`src/rtl/alu_share_arbiter_if.sv`:
```
// Bundle of requester, ALU-drive and result signals around the shared ALU arbiter.
// The master side is the control unit plus the ALU; the slave side is the arbiter.
interface alu_share_arbiter_if #(
  parameter int unsigned WIDTH = 32
);
  logic             req0;
  logic [2:0]       op0;
  logic [WIDTH-1:0] a0;
  logic [WIDTH-1:0] b0;
  logic             req1;
  logic [2:0]       op1;
  logic [WIDTH-1:0] a1;
  logic [WIDTH-1:0] b1;
  logic             gnt0;
  logic             gnt1;
  logic [2:0]       alu_op;
  logic [WIDTH-1:0] alu_a;
  logic [WIDTH-1:0] alu_b;
  logic [WIDTH-1:0] alu_result;
  logic             alu_zero;
  logic             alu_sign;
  logic [WIDTH-1:0] res;
  logic             res_zero;
  logic             res_sign;
  logic             res_id;
  logic             res_valid;
  logic             busy;

  modport master (
    output req0, op0, a0, b0, req1, op1, a1, b1,
    output alu_result, alu_zero, alu_sign,
    input  gnt0, gnt1, alu_op, alu_a, alu_b,
    input  res, res_zero, res_sign, res_id, res_valid, busy
  );

  modport slave (
    input  req0, op0, a0, b0, req1, op1, a1, b1,
    input  alu_result, alu_zero, alu_sign,
    output gnt0, gnt1, alu_op, alu_a, alu_b,
    output res, res_zero, res_sign, res_id, res_valid, busy
  );
endinterface

```
`src/rtl/alu_share_arbiter.sv`:
```
// Two-requester arbiter for the single shared ALU: latches the winner's operands,
// captures the ALU flags one cycle later and returns them tagged with the owner ID.
module alu_share_arbiter #(
  parameter int unsigned WIDTH      = 32,
  parameter bit          FIXED_PRIO = 1'b0
) (
  input logic              clk,
  input logic              rst_n,
  alu_share_arbiter_if.slave bus
);
  typedef enum logic [1:0] {IDLE, EXEC, RESP} state_t;

  state_t           state, state_nxt;
  logic             last_grant, last_grant_nxt;
  logic             owner, owner_nxt;
  logic             winner;
  logic [2:0]       op_q, op_nxt;
  logic [WIDTH-1:0] a_q, a_nxt, b_q, b_nxt;
  logic [WIDTH-1:0] res_q, res_nxt;
  logic             zero_q, zero_nxt, sign_q, sign_nxt, id_q, id_nxt;
  logic             gnt0_q, gnt0_nxt, gnt1_q, gnt1_nxt;
  logic             valid_q, valid_nxt, busy_q, busy_nxt;

  // Tie-break: fixed priority favours 0, round-robin favours whoever did not win last
  always_comb begin
    if (bus.req0 && bus.req1) winner = FIXED_PRIO ? 1'b0 : ~last_grant;
    else                      winner = bus.req1;
  end

  always_comb begin
    state_nxt      = state;
    last_grant_nxt = last_grant;
    owner_nxt      = owner;
    op_nxt         = op_q;
    a_nxt          = a_q;
    b_nxt          = b_q;
    res_nxt        = res_q;
    zero_nxt       = zero_q;
    sign_nxt       = sign_q;
    id_nxt         = id_q;
    gnt0_nxt       = 1'b0;
    gnt1_nxt       = 1'b0;
    valid_nxt      = 1'b0;
    unique case (state)
      IDLE: begin
        if (bus.req0 || bus.req1) begin
          state_nxt      = EXEC;
          op_nxt         = winner ? bus.op1 : bus.op0;
          a_nxt          = winner ? bus.a1  : bus.a0;
          b_nxt          = winner ? bus.b1  : bus.b0;
          last_grant_nxt = winner;
          owner_nxt      = winner;
          gnt0_nxt       = ~winner;
          gnt1_nxt       = winner;
        end
      end
      EXEC: begin
        state_nxt = RESP;
        res_nxt   = bus.alu_result;
        zero_nxt  = bus.alu_zero;
        sign_nxt  = bus.alu_sign;
        id_nxt    = owner;
        valid_nxt = 1'b1;
      end
      RESP:    state_nxt = IDLE;
      default: state_nxt = IDLE;
    endcase
    busy_nxt = (state_nxt != IDLE);
  end

  always_ff @(posedge clk or negedge rst_n) begin
    if (!rst_n) begin
      state      <= IDLE;
      last_grant <= 1'b1;
      owner      <= 1'b0;
      op_q       <= 3'b000;
      a_q        <= '0;
      b_q        <= '0;
      res_q      <= '0;
      zero_q     <= 1'b0;
      sign_q     <= 1'b0;
      id_q       <= 1'b0;
      gnt0_q     <= 1'b0;
      gnt1_q     <= 1'b0;
      valid_q    <= 1'b0;
      busy_q     <= 1'b0;
    end else begin
      state      <= state_nxt;
      last_grant <= last_grant_nxt;
      owner      <= owner_nxt;
      op_q       <= op_nxt;
      a_q        <= a_nxt;
      b_q        <= b_nxt;
      res_q      <= res_nxt;
      zero_q     <= zero_nxt;
      sign_q     <= sign_nxt;
      id_q       <= id_nxt;
      gnt0_q     <= gnt0_nxt;
      gnt1_q     <= gnt1_nxt;
      valid_q    <= valid_nxt;
      busy_q     <= busy_nxt;
    end
  end

  assign bus.gnt0      = gnt0_q;
  assign bus.gnt1      = gnt1_q;
  assign bus.alu_op    = op_q;
  assign bus.alu_a     = a_q;
  assign bus.alu_b     = b_q;
  assign bus.res       = res_q;
  assign bus.res_zero  = zero_q;
  assign bus.res_sign  = sign_q;
  assign bus.res_id    = id_q;
  assign bus.res_valid = valid_q;
  assign bus.busy      = busy_q;
endmodule

```
`src/flat_wrapper.sv`:
```
// flat-port wrapper written by rule: the top's interface ports become plain ports
module alu_share_arbiter_flat 
#(
  parameter int unsigned WIDTH      = 32,
  parameter bit          FIXED_PRIO = 1'b0
)
  (clk, rst_n, bus_req0, bus_op0, bus_a0, bus_b0, bus_req1, bus_op1, bus_a1, bus_b1, bus_alu_result, bus_alu_zero, bus_alu_sign, bus_gnt0, bus_gnt1, bus_alu_op, bus_alu_a, bus_alu_b, bus_res, bus_res_zero, bus_res_sign, bus_res_id, bus_res_valid, bus_busy);
  alu_share_arbiter_if #(.WIDTH(WIDTH)) bus_i ();
  input logic clk;
  input logic rst_n;
  input wire logic [$bits(bus_i.req0)-1:0] bus_req0;
  input wire logic [$bits(bus_i.op0)-1:0] bus_op0;
  input wire logic [$bits(bus_i.a0)-1:0] bus_a0;
  input wire logic [$bits(bus_i.b0)-1:0] bus_b0;
  input wire logic [$bits(bus_i.req1)-1:0] bus_req1;
  input wire logic [$bits(bus_i.op1)-1:0] bus_op1;
  input wire logic [$bits(bus_i.a1)-1:0] bus_a1;
  input wire logic [$bits(bus_i.b1)-1:0] bus_b1;
  input wire logic [$bits(bus_i.alu_result)-1:0] bus_alu_result;
  input wire logic [$bits(bus_i.alu_zero)-1:0] bus_alu_zero;
  input wire logic [$bits(bus_i.alu_sign)-1:0] bus_alu_sign;
  output wire logic [$bits(bus_i.gnt0)-1:0] bus_gnt0;
  output wire logic [$bits(bus_i.gnt1)-1:0] bus_gnt1;
  output wire logic [$bits(bus_i.alu_op)-1:0] bus_alu_op;
  output wire logic [$bits(bus_i.alu_a)-1:0] bus_alu_a;
  output wire logic [$bits(bus_i.alu_b)-1:0] bus_alu_b;
  output wire logic [$bits(bus_i.res)-1:0] bus_res;
  output wire logic [$bits(bus_i.res_zero)-1:0] bus_res_zero;
  output wire logic [$bits(bus_i.res_sign)-1:0] bus_res_sign;
  output wire logic [$bits(bus_i.res_id)-1:0] bus_res_id;
  output wire logic [$bits(bus_i.res_valid)-1:0] bus_res_valid;
  output wire logic [$bits(bus_i.busy)-1:0] bus_busy;
  assign bus_i.req0 = bus_req0;
  assign bus_i.op0 = bus_op0;
  assign bus_i.a0 = bus_a0;
  assign bus_i.b0 = bus_b0;
  assign bus_i.req1 = bus_req1;
  assign bus_i.op1 = bus_op1;
  assign bus_i.a1 = bus_a1;
  assign bus_i.b1 = bus_b1;
  assign bus_i.alu_result = bus_alu_result;
  assign bus_i.alu_zero = bus_alu_zero;
  assign bus_i.alu_sign = bus_alu_sign;
  assign bus_gnt0 = bus_i.gnt0;
  assign bus_gnt1 = bus_i.gnt1;
  assign bus_alu_op = bus_i.alu_op;
  assign bus_alu_a = bus_i.alu_a;
  assign bus_alu_b = bus_i.alu_b;
  assign bus_res = bus_i.res;
  assign bus_res_zero = bus_i.res_zero;
  assign bus_res_sign = bus_i.res_sign;
  assign bus_res_id = bus_i.res_id;
  assign bus_res_valid = bus_i.res_valid;
  assign bus_busy = bus_i.busy;
  alu_share_arbiter #(.WIDTH(WIDTH), .FIXED_PRIO(FIXED_PRIO)) u_core (.clk(clk), .rst_n(rst_n), .bus(bus_i));
endmodule
```
`config.mk`:
```
export PLATFORM = sky130hd
export DESIGN_NAME = alu_share_arbiter_flat
export DESIGN_NICKNAME = d
export VERILOG_FILES = /design/src/rtl/alu_share_arbiter_if.sv /design/src/rtl/alu_share_arbiter.sv /design/src/flat_wrapper.sv
export SDC_FILE = /design/constraint.sdc
export NUM_CORES = 1
export LEC_CHECK = 0
export CAP_MARGIN = 20
export CORE_MARGIN = 5
export CORE_UTILIZATION = 40
export CTS_BUF_LIST = sky130_fd_sc_hd__clkbuf_16
export CTS_CLUSTER_DIAMETER = 30
export DETAILED_ROUTE_END_ITERATION = 8
export PLACE_DENSITY = 0.92
export SYNTH_ARGS = -nofsm -noshare
export SYNTH_HDL_FRONTEND = slang
export SYNTH_SLANG_ARGS = --single-unit
```
`constraint.sdc`:
```
create_clock -name clk -period 2.95 [get_ports clk]
set_clock_uncertainty 0.15 [all_clocks]
set_input_delay 0.4425 -clock clk [delete_from_list [all_inputs] [get_ports clk]]
set_output_delay 0.4425 -clock clk [all_outputs]
set_load 0.01 [all_outputs]
```
======== Yosys cells after proc, flatten, opt, wreduce, memory -nomap -nowiden ========
Index checks and enable logic that the tools add are counted.
operators by class
  equality and inequality tests ........... 1
  bitwise logic cells ..................... 2
  multiplexer cells ....................... 11
  reductions and logical operators ........ 5
operator list
  operator              number
  $mux W32              2
  $mux W1               6
  $pmux W2 S2           1
  $mux W3               1
  $eq A2 B1 Y1 const B  1
  $logic_not A2 Y1      1
  $mux W2               1
  $not A1 Y1            2
  $reduce_and A2 Y1     1
  $reduce_bool A2 Y1    1
  $logic_and A1 B1 Y1   1
  $logic_or A1 B1 Y1    1
storage, ports and cells
  input bits .............................. 172
  register bits ........................... 110
  output and inout bits ................... 106
  logic and storage cells ................. 33

======== Logic depth before layout (Yosys ltp) ========
Gate-level depths: netlist of the first run.
  word-level depth ........................ 5
  depth in mapped cells ................... 6
  gate-level depth less buffers ........... 3

======== Worst setup path before layout of the first run ========
OpenSTA, ideal clock, no wires.
  kind .................................... register to register
  from .................................... register u_core.state[1]
  to ...................................... register u_core.b_q[10], in the netlist u_core.bus.alu_b[10]
  period minus slack after synthesis ...... 1.596 ns
  arrival time ............................ 1.320 ns
  cell stages (with the launch flop) ...... 5
  path buffers ............................ 1
  path slack .............................. 1.354 ns
  setup time .............................. 0.126 ns
  required time ........................... 2.674 ns
  path through ............................ dfrtp_1 > nor2_2 > o21ai_1 > clkbuf_1 > a221o_1
between the ends
  cells in the longest elaborated chain, start to end .. 2
RTL lines
  element                      RTL line                 text
  start, declared              alu_share_arbiter.sv:13  state_t state, state_nxt;
  start signal, assigned       alu_share_arbiter.sv:88  state <= state_nxt;
  $logic_not A2 Y1             alu_share_arbiter.sv:44  unique case (state)
  $reduce_and A2 Y1 (no line)  -
  end signal, assigned         alu_share_arbiter.sv:93  b_q <= b_nxt;
  end, declared                alu_share_arbiter.sv:18  logic [WIDTH-1:0] a_q, a_nxt, b_q, b_nxt;
No other way between the ends.
A chain may end at the register's enable or synchronous reset.

======== Worst setup path after layout of the first run ========
  from .................................... input port bus_req0
  to ...................................... register u_core.b_q[4], in the netlist u_core.bus.alu_b[4]
between the ends
  cells in the longest elaborated chain, start to end .. 3
  elaborated cells between the ends (all ways) .. 5
  those cells by class .................... 2 x mux; 3 x reduce/logical
RTL lines
  element              RTL line                 text
  start, declared      flat_wrapper.sv:11       input wire logic [$bits(bus_i.req0)-1:0] bus_req0;
  $logic_and A1 B1 Y1  alu_share_arbiter.sv:26  if (bus.req0 && bus.req1) winner = FIXED_PRIO ? 1'b0 : ~last_grant;
  $mux W1              alu_share_arbiter.sv:26
  $mux W32             alu_share_arbiter.sv:50  b_nxt = winner ? bus.b1 : bus.b0;
Parallel ways exist; a longest one is shown, timed or not.

==> results.rst, run 1 <==
.. list-table::
   :header-rows: 1

   * - Metric
     - Value
   * - Outcome
     - finished clean
   * - # IOs
     - between 200 and 300
   * - Final number of setup-violating endpoints
     - 0
   * - DRC errors left
     - 0
   * - Slew at the pin with the worst max-slew slack
     - 0.5941 ns
   * - Max capacitance violation total
     - 0
   * - PwrDens
     - ~1000 nW/um^2
   * - Max Root-Sink Buffers
     - 2
   * - Crit path buffers/inverters
     - 2
   * - GRT Resource Usage Total
     - 0.2250
   * - Number of buffers added on ports
     - around 280
   * - Maximum number of pins on one net before global-route repair
     - approximately 70
   * - H-Tree Level Count
     - 3
   * - R2r worst-path depth
     - 5
   * - Synthesized cell area
     - approximately 4500 um^2
   * - Final worst path period need
     - around 2 ns
   * - Root Buffer
     - clkbuf_16
   * - Top cell types by occurrence after synthesis
     - dfrtp_1 (108), and3_1 (68), a221o_1 (67), mux2_2 (35), buf_2 (15)
   * - Post-route non-filler standard cell count
     - 730
   * - Count of mapped cells out of synthesis
     - 322
   * - Std-Cell Core Area
     - roughly 11,000 um^2
   * - Highest attainable clock frequency
     - 0.4941 GHz
   * - Share of the core filled with cells
     - 0.7020
   * - Seq cells post-synth
     - ~110
   * - 1st-iter DRT viols
     - 152
   * - Number of diodes
     - 0
   * - Yosys warning count
     - 0
   * - Count of TritonRoute iterations in the first routing pass
     - 4
   * - Number of enable-type register cells in the synthesized netlist
     - 0
   * - Critical Path, Cell by Cell
     - clkdlybuf4s50_1, and3_2, buf_12, a221o_1
   * - Clock tree from TritonCTS
     - built
   * - Worst r2r src
     - u_core.state[1]
   * - Row count
     - 38
   * - Total via count in the routed design
     - 3,960
   * - Final-stage net count
     - ~760
   * - Sink Count
     - between 100 and 150
   * - Number of endpoints with negative hold slack in the final report
     - 0
   * - Cell accounting for the most synthesized area
     - dfrtp_1
   * - Share of Yosys cell area claimed by the top area cell type
     - 0.6071
   * - Number of buffers created by CTS
     - 9
   * - Initial antenna violation count
     - 0
   * - Leakage power of the design
     - about 3.4 nW
   * - Horizontal die dimension
     - approximately 120 um
   * - Max Transition Viols Final
     - 0
   * - Maximum fanout encountered on the critical timing path
     - 44
   * - Worst Path Required
     - about 3.1 ns
   * - Crit path capture
     - u_core.bus.alu_b[4]
   * - CP Launch Point
     - bus_req0
   * - Buffer count from post-CTS setup fixing
     - 0
   * - Final worst path period share
     - 0.6861
   * - Per-cell routed wire length
     - slightly above 20 um
   * - Power after layout
     - roughly 0.008 W
   * - Slowest CP cell
     - clkdlybuf4s50_1
   * - Slowest stage delay, CP
     - 0.60 ns
   * - Post-Place Cells
     - 714
   * - Die Y-Extent
     - between 100 and 150 um
   * - Overflow left after global routing
     - 0
   * - Average via count per standard cell
     - 5.425
   * - Die ar.
     - between 10,000 and 15,000 um^2
   * - Critical Path End Type
     - flip-flop
   * - Post-route setup TNS
     - 0 ns
   * - Largest cells by area after synthesis
     - dfrtp_1 (61%), a221o_1 (15%), and3_1 (9.6%)
   * - Cell class contributing the biggest share of worst-path delay
     - buffers and inverters
   * - Initial Util
     - 0.4089
   * - Register-to-register setup slack
     - ~1.0 ns
   * - Min-Delay Path Class
     - reg2reg
   * - Vias in the first global route
     - 4,392
   * - RD Place Congestion
     - 0.8176
   * - Worst path depth
     - 4
   * - Wire length of the first global-routing pass
     - approximately 23,000 um
   * - Async S/R FF share, synth
     - 1.000
   * - Netlist cell types
     - 17
   * - Share of post-route cells with drive strength above 1
     - 0.1085
   * - CP startpoint kind
     - primary input
   * - Worst reg2reg path endpoint
     - u_core.bus.alu_b[4]
   * - Area growth from synthesis to layout
     - 71.70%
   * - Arrival time at the worst endpoint
     - 2.14 ns
   * - WS Path Type
     - in2reg
   * - Hold WS
     - roughly 0.35 ns
   * - Most used flip-flop cell after synthesis
     - dfrtp_1
   * - Setup repair after global routing missed its margin
     - false
   * - Synthesized net count
     - between 400 and 500
   * - Max-slew headroom
     - 0.6039
   * - VDD IR max
     - ~0.54 mV
   * - Clock Pin Slew Worst Setup and Hold Paths
     - ~0.07 ns
   * - Placed wire-length estimate after detailed placement
     - roughly 12,000 um
   * - Most used standard cell by instance count after synthesis
     - dfrtp_1
   * - Antenna-violating nets left
     - 0
   * - Fraction of the yosys area taken by sequential cells
     - 0.6130
   * - Syn avg cell area
     - 13.83 um^2
   * - WL final
     - 15,170 um
   * - Clock latency on the worst-skew pair
     - 0.33 ns
[state kept, by name (all words and copies together), names as in the netlist, 2 cells and up]
signal             cells
u_core.bus.alu_a      32
u_core.state           2
u_core.bus.alu_op      3
u_core.bus.alu_b      32
u_core.bus.res        32
[power breakdown]
part	switching [W]	leakage (nW)	internal, W	total, W
clock network	0.000520	0.131	0.000652	0.00117
registers	0.000427	1.32	0.00225	0.00268
logic	0.00163	1.91	0.00233	0.00395
total	0.00257	3.36	0.00523	0.00780
[stage by stage]
stage / cell area (um^2) / worst slack, ns
after floorplan: 4452 / 1.354
after global placement: 7343 / 0.6441
after detailed placement: 7343 / 0.5714
after CTS: 7644 / 0.9366
after global routing: 7644 / 0.8591
final: 7644 / 0.9260
[final cells by class]
class	count	area, um^2
timing repair buffer	286	2865
tap	140	175.2
inverter	1	3.754
sequential	109	2729
clock inverter	6	65.06
fill	782	3244
multi-input combinational	179	1580
clock buffer	9	225.2
[worst min-delay path by stage]
| stage | to | cells after the start | slack, ns | start |
|---|---|---|---|---|
| floorplan | u_core.bus.alu_a[0] | 0 | -0.003 | rst_n |
| global placement | u_core.owner | 1 | 0.30 | u_core.owner |
| detailed placement | u_core.bus.alu_a[21] | 1 | 0.33 | rst_n |
| CTS | u_core.bus.res[2] | 1 | 0.36 | u_core.bus.res[2] |
| global route | u_core.bus.res[20] | 1 | 0.38 | u_core.bus.res[20] |
| finish | u_core.owner | 1 | 0.35 | u_core.owner |
[cell usage in the layout (no fill, tap or decap), drive strengths merged, types with 2 or more instances in the layout]
master / instances
a221o: 67
buf: 9
clkdlybuf4s50: 276
nand2b: 2
dfrtp: 108
clkinv: 2
and3: 68
clkbuf: 9
clkinvlp: 3
mux2: 35
a21o: 2
[metal layers]
| metal | up-vias | track usage | part of all wire |
|---|---|---|---|
| met5 | - | 0 | 0 |
| met4 | 0 | 0.1080 | 0.040 |
| met3 | 42 | 0.06893 | 0.10 |
| met2 | 227 | 0.4012 | 0.52 |
| met1 | 1906 | 0.2428 | 0.34 |
| li1 | 1785 | - | - |
[worst reg2reg max path, cell delays in order (launching register included)]
cell and delay, ns:
dfrtp_1 0.44, nor2_4 0.12, buf_4 0.32, o21ai_4 0.09
buf_4 0.27, a221o_1 0.43
[kinds of logic after synthesis]
logic type,Yosys count,share of synthesized area
compound gates,71,0.1577
simple gates,73,0.1026
buf+inv,34,0.03822
mux,35,0.08853
flops,109,0.6130
[what timing repair did]
item	in CTS	in global routing
hold buffers	1	0
resized for setup	0	0
hold endpoints to repair	46	0
Note: power is estimated with default switching activity, not from simulation.
==> run 2: changes to the inputs <==
CORE_UTILIZATION = 33   (was 40)
PLACE_DENSITY = 0.82   (was 0.92)
clock period = 1.71 ns   (was 2.95 ns; I/O delays follow)
==> run 2 against run 1 <==
  * Count of clock-buffer cells in the layout unchanged
  * Setup slack worse by 0.90 ns
  * Cell count is 5.6% higher
  * Hold slack worse by 0.11 ns
  * Highest routed layer unchanged
  * Global-route usage shrank 3.9 points
  * Critical path type is now reg2out
  * Largest power group unchanged
  * Design area grew 2.3%
==> results.rst, run 2 (synthesized netlist as in run 1, its figures left out) <==
.. list-table::
   :header-rows: 1

   * - Metric
     - Value
   * - Max capacitance violation total
     - 0
   * - Final number of setup-violating endpoints
     - 0
   * - VDD IR max
     - approximately 0.83 mV
   * - Initial Util
     - 0.3362
   * - 1st-iter DRT viols
     - 199
   * - Area of all placed cells without fillers
     - 7816 um^2
   * - Count of TritonRoute iterations in the first routing pass
     - 4
   * - Root Buffer
     - clkbuf_16
   * - Clock tree from TritonCTS
     - built
   * - RD Place Congestion
     - ~0.84
   * - Area post-placement
     - approximately 7500 um^2
   * - CP startpoint kind
     - flip-flop
   * - WL final
     - 15,270 um
   * - Max Root-Sink Buffers
     - 2
   * - Critical Path End Type
     - primary output
   * - Horizontal die dimension
     - around 130 um
   * - Outcome
     - finished clean
   * - Cell class contributing the biggest share of worst-path delay
     - buffers and inverters
   * - Number of endpoints with negative hold slack in the final report
     - 0
   * - Final worst path period share
     - 0.9842
   * - Slowest CP cell
     - clkdlybuf4s50_1
   * - Max Transition Viols Final
     - 0
   * - Initial antenna violation count
     - 0
   * - Average via count per standard cell
     - 5.153
   * - # IOs
     - 278
   * - Sink Count
     - about 110
   * - Number of buffers created by CTS
     - 9
   * - Slew at the pin with the worst max-slew slack
     - about 0.33 ns
   * - Die Y-Extent
     - roughly 130 um
   * - Buffer count from post-CTS setup fixing
     - 0
   * - GRT Resource Usage Total
     - 0.1863
   * - Area growth from synthesis to layout
     - 75.58%
   * - Leakage power of the design
     - approximately 3.6 nW
   * - Worst Path Required
     - ~1.3 ns
   * - DRC errors left
     - 0
   * - Maximum number of pins on one net before global-route repair
     - just over 50
   * - Per-cell routed wire length
     - roughly 20 um
   * - Number of buffers added on ports
     - approximately 280
   * - Min-Delay Path Class
     - in2async
   * - Final worst path period need
     - 1.683 ns
   * - Wire length of the first global-routing pass
     - approximately 24,000 um
   * - Total via count in the routed design
     - 3,973
   * - Slowest stage delay, CP
     - 0.58 ns
   * - Filler cells
     - 1,094
   * - Clock Pin Slew Worst Setup and Hold Paths
     - about 0.070 ns
   * - Row count
     - 42
   * - Critical Path, Cell by Cell
     - clkdlybuf4s50_1
   * - Maximum fanout encountered on the critical timing path
     - 2
   * - Share of post-route cells with drive strength above 1
     - 0.1126
   * - Clock latency on the worst-skew pair
     - between 0.3 and 0.4 ns
   * - Antenna-violating nets left
     - 0
   * - H-Tree Level Count
     - 3
   * - Post-route setup TNS
     - 0 ns
   * - Number of diodes
     - 0
   * - Register-to-register setup slack
     - ~0.12 ns
   * - Commonest cells after routing, fill and taps aside
     - clkdlybuf4s50_1 (255), dfrtp_1 (108), and3_1 (67), a221o_1 (67), mux2_2 (35)
   * - Most common cell after layout, fill and taps aside
     - clkdlybuf4s50_1
   * - Arrival time at the worst endpoint
     - ~1.3 ns
   * - PwrDens
     - 1718 nW/um^2
   * - Crit path buffers/inverters
     - 1
   * - Std-Cell Core Area
     - between 10,000 and 15,000 um^2
   * - Die ar.
     - 15,910 um^2
   * - Final-stage net count
     - 762
   * - Vias in the first global route
     - approximately 4,500
   * - Overflow left after global routing
     - 0
   * - Max-slew headroom
     - 0.7777
   * - Placed wire-length estimate after detailed placement
     - between 10,000 and 15,000 um
   * - WS Path Type
     - reg2out
   * - Highest attainable clock frequency
     - approximately 0.59 GHz
run 2: cell type report:
class                   instances  area, um^2  share of cell area
clock buffers                   9       225.2             0.02881
clock inverters                 7       36.28            0.004642
inverters                       1       3.754           0.0004802
multi-input cells             179        1585              0.2028
flip-flops and latches        109        2729              0.3491
well taps                     176       220.2             0.02817
repair buffers                290        3017              0.3859
run 2: path summary, 6_finish.rpt:
path | startpoint | end | cells after the start
worst max-delay path | u_core.bus.alu_op[1] | bus_alu_op[1] | 1
worst min-delay path | rst_n | u_core.bus.res[25] | 2
worst max register to register | u_core.last_grant | u_core.bus.alu_b[8] | 4
worst min register to register | u_core.owner | u_core.owner | 1
max in group asynchronous | rst_n | u_core.bus.alu_a[31] | 3
min in group clk | u_core.owner | u_core.owner | 1
run 2: repair_timing:
action / 4_1_cts / 5_1_grt
pin swaps: 0 / 0
endpoints found under the setup margin: 5 / 16
hold buffers: 1 / 0
endpoints found under the hold margin: 58 / 0
resized for setup: 5 / 16
run 2: metrics by stage:
stage | std cells | power (W) | util | setup WS [ns] | hold WS [ns]
6_report | 771 | 0.01343 | 0.5902 | 0.02709 | 0.2399
2_1_floorplan | 322 | 0.007791 | - | 0.1136 | -0.1891
3_3_place_gp | 754 | 0.01152 | 0.5672 | -0.1918 | 0.02216
4_1_cts | 771 | 0.01366 | 0.5872 | 0.0001005 | 0.2183
3_5_place_dp | 754 | 0.01179 | 0.5672 | -0.2357 | 0.02928
5_1_grt | 771 | 0.01421 | 0.5902 | -0.0005934 | 0.2553
run 2: layer usage:
metal,global-route usage,up-vias,share of wire
met5,0,-,0
met3,0.05377,35,0.079
li1,-,1792,-
met1,0.2123,1952,0.38
met4,0.07760,0,0.030
met2,0.3268,194,0.51
run 2: power by group:
part | leakage [nW] | total [W] | switching, W | internal (W)
sequential | 1.32 | 0.00462 | 0.000740 | 0.00388
clock | 0.131 | 0.00186 | 0.000896 | 0.000968
combinational | 2.16 | 0.00694 | 0.00284 | 0.00411
